==> src/rtl/seq_gen_pkg.sv <==
// seq_gen shared types.
// FSM encoding and sent-count width.
package seq_gen_pkg;

  typedef enum logic [1:0] {
    IDLE  = 2'd0,
    SHIFT = 2'd1,
    GAP   = 2'd2,
    DONE  = 2'd3
  } state_t;

  localparam int SENT_W = 8;

endpackage

==> src/rtl/seq_bit_timer.sv <==
// Bit-period divider for seq_gen.
// Free-runs while clr is low; tc marks the last cycle of a period.
module seq_bit_timer #(
  parameter int BIT_DIV = 4
) (
  input  logic clk,
  input  logic rst_n,
  input  logic clr,
  output logic tc
);

  localparam int DW = $clog2(BIT_DIV);
  localparam logic [DW-1:0] DIV_MAX = DW'(BIT_DIV - 1);

  logic [DW-1:0] div_cnt;

  assign tc = !clr && (div_cnt == DIV_MAX);

  // period counter, wraps on terminal count
  always_ff @(posedge clk or negedge rst_n) begin
    if (!rst_n) begin
      div_cnt <= '0;
    end else if (clr || tc) begin
      div_cnt <= '0;
    end else begin
      div_cnt <= div_cnt + 1'b1;
    end
  end

endmodule

==> src/rtl/seq_gen.sv <==
// Serial test-sequence generator.
// Sends a latched pattern MSB-first, repeated rep+1 times.
module seq_gen
  import seq_gen_pkg::*;
#(
  parameter int PAT_W   = 4,
  parameter int BIT_DIV = 25000000,
  parameter int REP_W   = 2
) (
  input  logic              clk,
  input  logic              rst_n,
  input  logic              key_start,
  input  logic [PAT_W-1:0]  bm,
  input  logic [REP_W-1:0]  rep,
  output logic              ser_out,
  output logic              ser_valid,
  output logic              busy,
  output logic              done,
  output logic [SENT_W-1:0] sent_cnt
);

  localparam int BW = $clog2(PAT_W + 1);
  localparam logic [BW-1:0] LAST_BIT = BW'(PAT_W - 1);

  state_t             state;
  logic               key_prev;
  logic               start;
  logic               tmr_clr;
  logic               tc;
  logic [PAT_W-1:0]   pat;
  logic [PAT_W-1:0]   shift_reg;
  logic [BW-1:0]      bit_cnt;
  logic [REP_W-1:0]   rep_left;

  assign start   = key_start && !key_prev;
  assign tmr_clr = !((state == SHIFT) || (state == GAP));

  seq_bit_timer #(
    .BIT_DIV (BIT_DIV)
  ) u_timer (
    .clk   (clk),
    .rst_n (rst_n),
    .clr   (tmr_clr),
    .tc    (tc)
  );

  // key history; resets high so a held key is not a start
  always_ff @(posedge clk or negedge rst_n) begin
    if (!rst_n) begin
      key_prev <= 1'b1;
    end else begin
      key_prev <= key_start;
    end
  end

  // transmit FSM with registered outputs
  always_ff @(posedge clk or negedge rst_n) begin
    if (!rst_n) begin
      state     <= IDLE;
      pat       <= '0;
      shift_reg <= '0;
      bit_cnt   <= '0;
      rep_left  <= '0;
      ser_out   <= 1'b0;
      ser_valid <= 1'b0;
      busy      <= 1'b0;
      done      <= 1'b0;
      sent_cnt  <= '0;
    end else begin
      ser_valid <= 1'b0;
      done      <= 1'b0;
      unique case (state)
        IDLE: begin
          if (start) begin
            pat       <= bm;
            shift_reg <= bm;
            rep_left  <= rep;
            bit_cnt   <= '0;
            sent_cnt  <= '0;
            busy      <= 1'b1;
            ser_out   <= bm[PAT_W-1];
            ser_valid <= 1'b1;
            state     <= SHIFT;
          end
        end
        SHIFT: begin
          if (tc) begin
            if (sent_cnt != '1) begin
              sent_cnt <= sent_cnt + 1'b1;
            end
            if (bit_cnt == LAST_BIT) begin
              bit_cnt <= '0;
              ser_out <= 1'b0;
              if (rep_left == '0) begin
                busy  <= 1'b0;
                done  <= 1'b1;
                state <= DONE;
              end else begin
                rep_left  <= rep_left - 1'b1;
                shift_reg <= pat;
                state     <= GAP;
              end
            end else begin
              bit_cnt   <= bit_cnt + 1'b1;
              shift_reg <= shift_reg << 1;
              ser_out   <= shift_reg[PAT_W-2];
              ser_valid <= 1'b1;
            end
          end
        end
        GAP: begin
          if (tc) begin
            ser_out   <= shift_reg[PAT_W-1];
            ser_valid <= 1'b1;
            state     <= SHIFT;
          end
        end
        DONE: begin
          state <= IDLE;
        end
        default: begin
          state <= IDLE;
        end
      endcase
    end
  end

endmodule

==> config.mk <==
export PLATFORM = sky130hd
export DESIGN_NAME = seq_gen
export DESIGN_NICKNAME = d
export VERILOG_FILES = /design/src/rtl/seq_gen_pkg.sv /design/src/rtl/seq_bit_timer.sv /design/src/rtl/seq_gen.sv
export SDC_FILE = /design/constraint.sdc
export NUM_CORES = 1
export LEC_CHECK = 0
export BUFFER_PORTS_ARGS = -buffer_cell sky130_fd_sc_hd__buf_4
export CELL_PAD_IN_SITES_DETAIL_PLACEMENT = 0
export CELL_PAD_IN_SITES_GLOBAL_PLACEMENT = 2
export CORE_UTILIZATION = 42
export CTS_BUF_LIST = sky130_fd_sc_hd__clkbuf_4 sky130_fd_sc_hd__clkbuf_8
export DETAILED_ROUTE_END_ITERATION = 16
export GPL_ROUTABILITY_DRIVEN = 0
export PLACE_DENSITY_LB_ADDON = 0.1
export SKIP_LAST_GASP = 1
export SYNTH_ARGS = -nofsm -noshare
export SYNTH_HDL_FRONTEND = slang
export SYNTH_SLANG_ARGS = --single-unit
export TNS_END_PERCENT = 100
==> constraint.sdc <==
create_clock -name clk -period 4.4 [get_ports clk]
set_input_delay 0.44 -clock clk [delete_from_list [all_inputs] [get_ports clk]]
set_output_delay 0.44 -clock clk [all_outputs]
set_load 0.05 [all_outputs]
==> impl_metrics.json <==
{
  "status": "finished with violations",
  "violations": "design-rule violations",
  "placed_cell_area_um2": 3120,
  "tns_ns": 0,
  "netlist_area_um2": 2890,
  "layout.nets": 350,
  "path_class": "flip-flop to flip-flop",
  "overflow": 0,
  "crit_family": "simple AND/OR/NAND/NOR gates",
  "hold_path_class": "primary input to asynchronous set/reset pin",
  "power.switching_w": 0.000200,
  "dieArea_um2": 7220,
  "ff2ff_setup_slack_ns": 1.83,
  "wl_per_cell_um": 16.1,
  "post_cts_buffers": 0,
  "min_period_ns": 2.57,
  "grt_max_degree": 54,
  "path_cells": "inv_1 -> ha_1 -> inv_1 -> or4_1 -> nor2_1 -> o21ai_0 -> mux2_2",
  "r2r_cells": 7,
  "design.core.area_um2": 6490,
  "cts.path.max_buffers": 2,
  "async_flop_share_pct": 100,
  "antenna_found_initial": 0,
  "drt_iter0_markers": 183,
  "setup_viol": 0,
  "cp_slowest_cell": "or4_1",
  "syn_nets": 330,
  "cts_sinks": 53,
  "rows": 29,
  "start_kind": "flip-flop",
  "die_h_um": 85.0,
  "num_vias": 2340,
  "stdcell_area_um2": 3240,
  "max-slew-margin-rel_pct": 53.1,
  "cts_hold_buf": 0,
  "syn_inst": 312,
  "route.met2.wl_um": 3250,
  "max_freq_mhz": 389,
  "syn_avg_cell_area_um2": 9.27,
  "cp.depth": 7,
  "slew_viol_final": 0,
  "regMostFlops": "u_timer.div_cnt",
  "crit_path_max_fanout": 7,
  "worst_pin_slew_ns": 0.703,
  "p_int_w": 0.000686,
  "peakVddDrop_mv": 0.117,
  "cts-resized-gates": 0,
  "cp-startpoint": "state[1]",
  "ys_ff_latch": 53,
  "wirelength_um": 6600,
  "required_ns": 4.61,
  "swShare_pct": 22.5,
  "dp_slack_ns": 1.81,
  "critPathCapture": "ser_out",
  "boundaryPins": 21,
  "p_leak_nw": 1.40,
  "grt_pass1_vias": 2267,
  "die_w_um": 85.0,
  "fillCellCount": 648,
  "cts_tree": "done",
  "diodes": 0,
  "drc": 1,
  "grt_pass1_wl_um": 11200,
  "drtAntennaViolNets": 0,
  "start_util_pct": 44.5,
  "yosysUniqueCellTypes": 51,
  "cp_common_cell": "inv_1",
  "syn2layout_area_growth_pct": 12.1,
  "worstPathArrival_ns": 2.78,
  "grt_usage_pct": 19.7,
  "vias_per_cell": 5.71,
  "finalHoldViolations": 0,
  "rsz0062_at_grt": "no",
  "cts_made_buffers": 5,
  "cts-root-buf": "clkbuf_8",
  "port_buffers": 20,
  "clkLatencyLatePin_ns": 0.32,
  "clockPowerShare_pct": 41.4,
  "cap_violations": 0,
  "setup_slack_ns": 1.83,
  "synth_edf_count": 0,
  "path_buf_inv": 2,
  "p_comb_share_pct": 2.9,
  "rr_startpoint": "state[1]",
  "clk_pin_slew_ns": 0.11,
  "reg.largest.list": "u_timer.div_cnt (25), sent_cnt (8)",
  "p_seq_share_pct": 55.7,
  "stdcell_count": 410,
  "wl_met1_um": 3160,
  "ys_seq_area_share_pct": 45.9,
  "wl_met3_um": 140,
  "crit_path_max_incr_delay_ns": 0.64,
  "drive_above_1_share_pct": 13.5,
  "topRoutingLayerUsed": "met4",
  "dp.cells": 402,
  "place_hpwl_um": 4560,
  "largest_reg_flops": 25,
  "p_per_area_nw_per_um2": 273,
  "regToRegEndpoint": "ser_out",
  "htreeDepth": 2,
  "yosys_warnings": 0,
  "min_period_over_period_pct": 58.4,
  "first_pass_iters": 13,
  "fin_skew_ns": 0.0170,
  "synth-main-ff-cell": "dfrtp_1",
  "critPathCaptureType": "flip-flop"
}
through the flow:
step	hold WS [ns]	power, W	utilization [%]
after floorplan	0.144	0.000511	-
after global placement	0.469	0.000529	48.1
after detailed placement	0.476	0.000530	48.1
after CTS	0.189	0.000889	49.9
after global routing	0.219	0.000911	49.9
final	0.144	0.000885	49.9
cell usage after synthesis, drive strengths merged, types with 6 or more instances:
master	n	area, µm²
a21oi	9	45.0
and2	6	37.5
and3	6	37.5
clkbuf	10	38.8
dfrtp	52	1300
ha	9	113
inv	9	33.8
mux2	8	90.1
nand2	34	128
nand3	14	75.1
nand4	9	56.3
nor2	45	169
nor3	8	40.0
o21ai	13	65.1
xnor2	9	78.8
xor2	10	87.6
power by group through the flow:
| stage | Sequential [W] | Clock (W) | Combinational [W] |
|---|---|---|---|
| 3_5_place_dp | 0.000503 | 0 | 0.0000270 |
| 3_3_place_gp | 0.000503 | 0 | 0.0000267 |
| 4_1_cts | 0.000493 | 0.000369 | 0.0000270 |
| 6_report | 0.000493 | 0.000367 | 0.0000256 |
| 2_1_floorplan | 0.000504 | 0 | 0.00000678 |
| 5_1_grt | 0.000494 | 0.000387 | 0.0000304 |
cells in the final DEF (no fill, tap or decap), types with 2 or more instances in the layout:
cell | Yosys | layout
dfrtp_1 | 52 | 52
nor2_1 | 45 | 45
nand2_1 | 34 | 34
buf_4 | 0 | 23
nand3_1 | 13 | 13
o21ai_0 | 12 | 12
xor2_1 | 10 | 10
inv_1 | 9 | 9
nand4_1 | 9 | 9
a21oi_1 | 9 | 9
xnor2_1 | 9 | 9
ha_1 | 9 | 9
nor3_1 | 8 | 8
mux2_2 | 8 | 8
and3_1 | 6 | 6
and2_1 | 6 | 6
clkbuf_8 | 0 | 6
or3_1 | 4 | 4
nand3b_1 | 4 | 4
a221o_1 | 4 | 4
and4_1 | 3 | 3
nor4_1 | 3 | 3
a21o_1 | 3 | 3
o31ai_1 | 3 | 3
nor2b_1 | 3 | 3
a31oi_1 | 3 | 3
a211oi_1 | 3 | 3
nor4b_1 | 2 | 2
nand2b_1 | 2 | 2
or2_2 | 2 | 2
nor3b_1 | 2 | 2
o311a_1 | 2 | 2
o221ai_1 | 2 | 2
routing by layer:
metal | up-vias | track usage, %
li1 | 1152 | -
met1 | 1152 | 25.6
met2 | 29 | 33.9
met3 | 7 | 3.50
met4 | 0 | 5.39
met5 | - | 0
cells by family (layout without fill, tap and decap cells):
family | Yosys count | in the layout | synth area share [%]
and+or+nand+nor | 152 | 152 | 26.3
DFF | 53 | 53 | 45.9
AOI/OAI and AO/OA | 51 | 51 | 12.2
xor gates and xnor gates | 19 | 19 | 5.76
buffers and inverters | 19 | 40 | 2.51
adders and majority gates | 9 | 9 | 3.89
muxes | 9 | 9 | 3.46
how the worst min path moves through the flow:
stage | from | to | slack [ns] | cells after the start
3_5_place_dp | rep_left[0] | rep_left[0] | 0.48 | 1
6_report | rst_n | pat[1] | 0.14 | 1
2_1_floorplan | rst_n | bit_cnt[0] | 0.14 | 0
5_1_grt | rst_n | done | 0.22 | 1
3_3_place_gp | pat[0] | pat[0] | 0.47 | 2
4_1_cts | rst_n | done | 0.19 | 1
final cells by class:
| class | instances | area, µm² | area share, % |
|---|---|---|---|
| multi-input cells | 240 | 1490 | 46.0 |
| flip-flops and latches | 53 | 1330 | 40.9 |
| repair buffers | 23 | 173 | 5.33 |
| well taps | 77 | 96.3 | 2.97 |
| clock buffers | 6 | 82.6 | 2.55 |
| clock inverters | 2 | 37.5 | 1.16 |
| inverters | 9 | 33.8 | 1.04 |
No activity file was read; power rests on OpenSTA's default activity.
